<file path="src/rtl/fetch_stage.sv">
// Instruction fetch stage: one outstanding imem request, registered outputs, redirect/discard handling.
// Optional performance counters are enabled by defining FETCH_PERF_CNT_EN.
module fetch_stage #(
  parameter logic [31:0] RESET_PC = 32'h1eceb000
) (
  input  logic        clk,
  input  logic        rst_n,
  output logic [31:0] imem_addr,
  output logic [3:0]  imem_rmask,
  input  logic [31:0] imem_rdata,
  input  logic        imem_resp,
  input  logic        redirect_valid,
  input  logic [31:0] redirect_pc,
  input  logic        iq_full,
  output logic        fetch_valid,
  output logic [31:0] fetch_inst,
  output logic [31:0] fetch_pc_curr,
  output logic [31:0] fetch_pc_next
`ifdef FETCH_PERF_CNT_EN
  ,
  output logic [31:0] perf_fetched,
  output logic [31:0] perf_stall
`endif
);

  typedef enum logic [1:0] {IDLE, WAIT, HOLD} state_t;

  state_t      state, state_nx;
  logic [31:0] addr_nx, inst_nx, pc_curr_nx, pc_next_nx;
  logic [31:0] target, target_nx;
  logic [3:0]  rmask_nx;
  logic        valid_nx, discard, discard_nx;
  logic [31:0] redirect_word;

  assign redirect_word = redirect_pc & 32'hFFFF_FFFC;

  always_ff @(posedge clk or negedge rst_n) begin
    if (!rst_n) begin
      state         <= IDLE;
      imem_addr     <= RESET_PC;
      imem_rmask    <= 4'h0;
      fetch_valid   <= 1'b0;
      fetch_inst    <= 32'h0;
      fetch_pc_curr <= 32'h0;
      fetch_pc_next <= 32'h0;
      discard       <= 1'b0;
      target        <= 32'h0;
    end else begin
      state         <= state_nx;
      imem_addr     <= addr_nx;
      imem_rmask    <= rmask_nx;
      fetch_valid   <= valid_nx;
      fetch_inst    <= inst_nx;
      fetch_pc_curr <= pc_curr_nx;
      fetch_pc_next <= pc_next_nx;
      discard       <= discard_nx;
      target        <= target_nx;
    end
  end

  // A redirect while a request is in flight cannot cancel it, so the response is discarded later.
  always_comb begin
    state_nx   = state;
    addr_nx    = imem_addr;
    rmask_nx   = 4'h0;
    valid_nx   = fetch_valid;
    inst_nx    = fetch_inst;
    pc_curr_nx = fetch_pc_curr;
    pc_next_nx = fetch_pc_next;
    discard_nx = discard;
    target_nx  = target;
    if (redirect_valid) begin
      valid_nx = 1'b0;
      if (state == WAIT && !imem_resp) begin
        discard_nx = 1'b1;
        target_nx  = redirect_word;
      end else begin
        state_nx   = WAIT;
        addr_nx    = redirect_word;
        rmask_nx   = 4'hF;
        discard_nx = 1'b0;
      end
    end else begin
      case (state)
        IDLE: begin
          if (!fetch_valid) begin
            state_nx = WAIT;
            rmask_nx = 4'hF;
          end else if (iq_full) begin
            state_nx = HOLD;
          end else begin
            state_nx = WAIT;
            addr_nx  = fetch_pc_next;
            rmask_nx = 4'hF;
            valid_nx = 1'b0;
          end
        end
        WAIT: begin
          if (imem_resp) begin
            if (discard) begin
              discard_nx = 1'b0;
              addr_nx    = target;
              rmask_nx   = 4'hF;
            end else begin
              state_nx   = IDLE;
              valid_nx   = 1'b1;
              inst_nx    = imem_rdata;
              pc_curr_nx = imem_addr;
              pc_next_nx = imem_addr + 32'd4;
            end
          end
        end
        HOLD: begin
          if (!iq_full) begin
            state_nx = WAIT;
            addr_nx  = fetch_pc_next;
            rmask_nx = 4'hF;
            valid_nx = 1'b0;
          end
        end
        default: state_nx = IDLE;
      endcase
    end
  end

`ifdef FETCH_PERF_CNT_EN
  logic xfer;
  assign xfer = fetch_valid & ~iq_full;

  always_ff @(posedge clk or negedge rst_n) begin
    if (!rst_n) begin
      perf_fetched <= 32'h0;
      perf_stall   <= 32'h0;
    end else begin
      if (xfer)
        perf_fetched <= perf_fetched + 32'd1;
      if (state == HOLD)
        perf_stall <= perf_stall + 32'd1;
    end
  end
`endif

endmodule

</file>
<file path="config.mk">
export PLATFORM = sky130hd
export DESIGN_NAME = fetch_stage
export DESIGN_NICKNAME = d
export VERILOG_FILES = /design/src/rtl/fetch_stage.sv
export SDC_FILE = /design/constraint.sdc
export NUM_CORES = 1
export LEC_CHECK = 0
export ABC_CLOCK_PERIOD_IN_PS = 6100
export CORE_UTILIZATION = 54
export CTS_BUF_LIST = sky130_fd_sc_hd__clkbuf_4
export DETAILED_ROUTE_END_ITERATION = 8
export PLACE_DENSITY = 0.9
export SETUP_SLACK_MARGIN = 0.3
export SLEW_MARGIN = 5
export SYNTH_ARGS = -nofsm -noshare
export SYNTH_HDL_FRONTEND = slang
export SYNTH_SLANG_ARGS = --single-unit
</file>
<file path="constraint.sdc">
create_clock -name clk -period 6.1 [get_ports clk]
set_input_delay 1.22 -clock clk [delete_from_list [all_inputs] [get_ports clk]]
set_output_delay 1.22 -clock clk [all_outputs]
set_load 0.05 [all_outputs]
</file>
# Word-level counts from Yosys, hierarchy flattened

Index checks and enable logic that the tools add are counted.

Output and inout bits: 133
Register bits: 166
Input bits: 69

Bitwise operators: 2
Multiplexer cells: 33
Add/subtract/negate cells: 1
Reduce and logical (&&, ||, !) cells: 12
Equal/unequal tests: 8

Operator list:

| operator                                            | count |
|---|---|
| two-way mux 32 bit                                  | 6 |
| case mux 32 bit (3 select lines)                    | 1 |
| adder 32 x 3 -> 32 bit, second input constant       | 1 |
| two-way mux 4 bit                                   | 6 |
| != test 3 bit, second input constant                | 5 |
| two-way mux 2 bit                                   | 7 |
| case mux 4 bit (3 select lines)                     | 1 |
| AND reduction 4 bit                                 | 3 |
| two-way mux 1 bit                                   | 10 |
| case mux 2 bit (3 select lines)                     | 1 |
| AND reduction 5 bit                                 | 1 |
| AND reduction 2 bit                                 | 2 |
| nonzero test 2 bit                                  | 2 |
| nonzero test 4 bit                                  | 1 |
| case mux 1 bit (3 select lines)                     | 1 |
| equality test 2 x 1 -> 1 bit, second input constant | 1 |
| equality test 2 bit, second input constant          | 1 |
| logical NOT 2 bit                                   | 1 |
| != test 2 bit, second input constant                | 1 |
| inverter 1 bit                                      | 2 |
| logical AND 1 bit                                   | 1 |
| logical NOT 1 bit                                   | 1 |

# Depth between registers and ports, before layout

Word-level depth: 4
Mapped depth: 9
Mapped depth without buffers: 7

# Worst setup path before layout

OpenSTA, ideal clock, no wires.

Path type: input to register
Start point: input redirect_valid
End point: register fetch_pc_next[29]
Slack: 3.591 ns
Setup time: 0.120 ns
Data required time: 5.980 ns
Cell stages on the path: 7
Arrival time: 2.389 ns
Cells stage by stage: clkbuf_1 or4b_1 buf_2 buf_6 buf_6 nand2_1 o21ai_2

Longest elaborated chain between the ends: 2

RTL lines:

| what                          | RTL line | source |
|---|---|---|
| start: declaration            | 12       | `input logic redirect_valid,` |
| inverter 1 bit (no line)      | n/a      |  |
| AND reduction 4 bit (no line) | n/a      |  |
| end signal: assignment        | 55       | `fetch_pc_next <= pc_next_nx;` |
| end: declaration              | 18       | `output logic [31:0] fetch_pc_next` |

Every way passes these cells.
A chain may end at the register's enable or synchronous reset.

# Final worst setup path

Start point: register imem_addr[15]
End point: output imem_addr[15]

RTL lines:

| what                     | RTL line | source |
|---|---|---|
| start: declaration       | 8        | `output logic [31:0] imem_addr,` |
| start signal: assignment | 50       | `imem_addr <= addr_nx;` |

No word-level cell between the ends.

==> results.json <==
{
  "p_int_mw": 3.008,
  "synthTopCellsByArea": "dfrtp_1 (50%), nand2_1 (13%), mux2_2 (9.4%)",
  "whs_endpoint": "fetch_pc_curr[12]$_DFFE_PN0P_",
  "dp_cells": 1065,
  "start_util_pct": 55.67,
  "htree_levels": 4,
  "drive_above_1_share_pct": 13.90,
  "drc": 0,
  "maxSlewHeadroom_pct": 22.95,
  "cp_max_fo": 9,
  "ys_warn_count": 0,
  "cts_resized": 0,
  "start_kind": "flop",
  "clk-insertion-delay-late_ns": 0.56,
  "outcome": "finished, final reports clean",
  "p_per_area_mw_per_mm2": 622.8,
  "drt-initial-drc-count": 322,
  "worstPathBufferInverterCount": 1,
  "final_cell_mix": "nand2_1 (266), clkdlybuf4s50_1 (197), dfrtp_1 (149)",
  "hold_viol": 0,
  "core-area_sq_mm": 0.01335,
  "routed_wl_um": 17800,
  "fp-row-count": 42,
  "synthesis.nets": 807,
  "grt-ovfl-total": 0,
  "stdcell_area_sq_mm": 0.009676,
  "r2r_cells": 6,
  "clk_path_buf_depth": 2,
  "fin_ws_ns": 2.828,
  "die_w_um": 119.3,
  "antenna_cells": 0,
  "cts_tree": "done",
  "numClockSinks": 161,
  "critical_path_required_ns": 4.88,
  "io_pins": 202,
  "netlist_instances": 732,
  "r2r_setup_slack_ns": 3.34,
  "antenna_found_initial": 0,
  "finalCriticalPeriod_ns": 3.272,
  "finalNonFillerCells": 1097,
  "ys_seq_area_share_pct": 54.42,
  "ir_worst_vdd_v": 0.0003888,
  "p_sw_mw": 3.017,
  "final_util_pct": 72.49,
  "rsz0062_at_grt": "false",
  "grt_pass1_vias": 5927,
  "portBuffers": 199,
  "worstPathCellList": "clkdlybuf4s50_1",
  "hold_ws_ns": 0.4894,
  "detailroute.via_count": 5843,
  "final_common_cell": "nand2_1",
  "netlist.area_leader.share_pct": 50.18,
  "place_ws_ns": 2.280,
  "critical_path_class": "flop to primary output",
  "synth_edf_count": 0,
  "setup_violations": 0,
  "syn_area_sq_mm": 0.007431,
  "cp-end-kind": "primary output",
  "grt_max_degree": 107,
  "clkTransAtPathRegs_ns": 0.14,
  "nets": 983,
  "fmax_mhz": 305.6,
  "yosys.area.top_type": "dfrtp_1",
  "rr_endpoint": "imem_addr[3]$_DFFE_PN0P_",
  "synth_cell_type_count": 44,
  "cts_root_buf": "clkbuf_4",
  "dpl_cell_area_sq_mm": 0.009420,
  "antenna_left": 0,
  "grt.total_usage_pct": 26.75,
  "total_power_mw": 6.026,
  "p_sw_share_pct": 50.08,
  "crit_slowest_cell": "clkdlybuf4s50_1",
  "hold_start": "fetch_pc_curr[12]$_DFFE_PN0P_",
  "comb_power_share_pct": 56.3,
  "startpoint": "imem_addr[15]$_DFFE_PN1P_",
  "ys_ff_latch": 161,
  "ys.flop_type": "dfrtp_1",
  "skew_ns": 0.02898,
  "cap_violations": 0,
  "synth_area_per_cell_sq_um": 10.15,
  "critPathMaxStageDelay_ns": 0.85,
  "setup_tns_ns": 0,
  "cts_setup_buffers": 0,
  "wl_per_cell_um": 16.22,
  "async_reset_ff_share_pct": 100.0,
  "min_path_cells": 2,
  "die_area_sq_mm": 0.01423,
  "finalMaxSlewViolations": 0,
  "p_leak_nw": 4.437,
  "post-dp-hpwl_um": 11640,
  "dieHeight_um": 119.3,
  "path_delay_family": "buffers and inverters",
  "cts_made_buffers": 17,
  "power_frac_seq_pct": 34.1,
  "p_clk_share_pct": 9.6,
  "gp_congestion": 0.7433,
  "grt_pass1_wl_um": 29550,
  "cts.hold.buffers_added": 0,
  "dr.pass1.iters": 4,
  "hold_path.class": "flop to flop",
  "arrival_ns": 2.05,
  "viasPerCell": 5.326,
  "r2r_start": "state[1]$_DFFE_PN0P_",
  "post-route-period-util_pct": 53.64,
  "max_slew.worst_pin.slew_ns": 1.156,
  "area_growth_pct": 30.21
}
## sequential cells by signal (all words and copies together) (netlist names)
| signal | count |
|---|---|
| state | 2 |
| fetch_pc_curr | 32 |
| imem_rmask | 1 |
| fetch_pc_next | 30 |
| imem_addr | 32 |
| discard | 1 |
| fetch_inst | 32 |
| target | 30 |
| fetch_valid | 1 |
## synthesized netlist by cell type (3+ instances only)
master and n:
mux2_2 62, and3_1 5, clkbuf_1 18, o21ai_2 3, o21ai_0 45, nor2_1 4, nor2b_1 3, xnor2_1 5
nand3_1 17, xor2_1 23, ha_1 6, buf_6 8, nand2_1 266, buf_2 15, o21ai_1 14, a21oi_1 4
inv_1 4, buf_4 5, nand4_1 6, dfstp_2 12, mux2i_1 30, dfrtp_1 149
## final cells by class
cell class / instances / area [sq um]
flip-flops and latches: 161 / 4044
fillers: 943 / 3672
multi-input cells: 518 / 3104
repair buffers: 205 / 2033
well taps: 176 / 220.2
clock buffers: 19 / 142.6
clock inverters: 13 / 112.6
inverters: 5 / 18.77
## layer usage
layer / track usage, % / vias up / wire, um
met1: 32.63 / 2829 / 7378
met3: 7.567 / 33 / 1242
li1: - / 2778 / -
met2: 44.69 / 203 / 8788
met5: 0 / - / 0
met4: 10.86 / 0 / 389
## power groups by stage
| stage | combinational [mW] | clock (mW) | sequential [mW] |
|---|---|---|---|
| final | 3.39 | 0.581 | 2.05 |
| after detailed placement | 3.40 | 0 | 2.07 |
| after floorplan | 0.978 | 0 | 3.34 |
| after CTS | 3.41 | 0.601 | 2.05 |
| after global routing | 3.58 | 0.647 | 2.13 |
| after global placement | 3.33 | 0 | 2.04 |
## logic make-up after synthesis
group	after synthesis	synth area share, %
buffers and inverters	53	3.991
adders and majority gates	6	1.010
DFF	161	54.42
muxes	92	13.44
xor gates and xnor gates	28	3.300
AOI/OAI and AO/OA	75	5.557
and+or+nand+nor	317	18.29
## how the worst max path moves through the flow
| stage | to | cells after the start |
|---|---|---|
| 6_report | imem_addr[15] | 1 |
| 3_5_place_dp | imem_addr[3]$_DFFE_PN0P_ | 5 |
| 4_1_cts | imem_addr[15] | 1 |
| 5_1_grt | imem_addr[15] | 1 |
| 3_3_place_gp | imem_addr[20]$_DFFE_PN0P_ | 5 |
| 2_1_floorplan | fetch_pc_next[29]$_DFFE_PN0P_ | 7 |
Note: power is estimated with default switching activity, not from simulation.
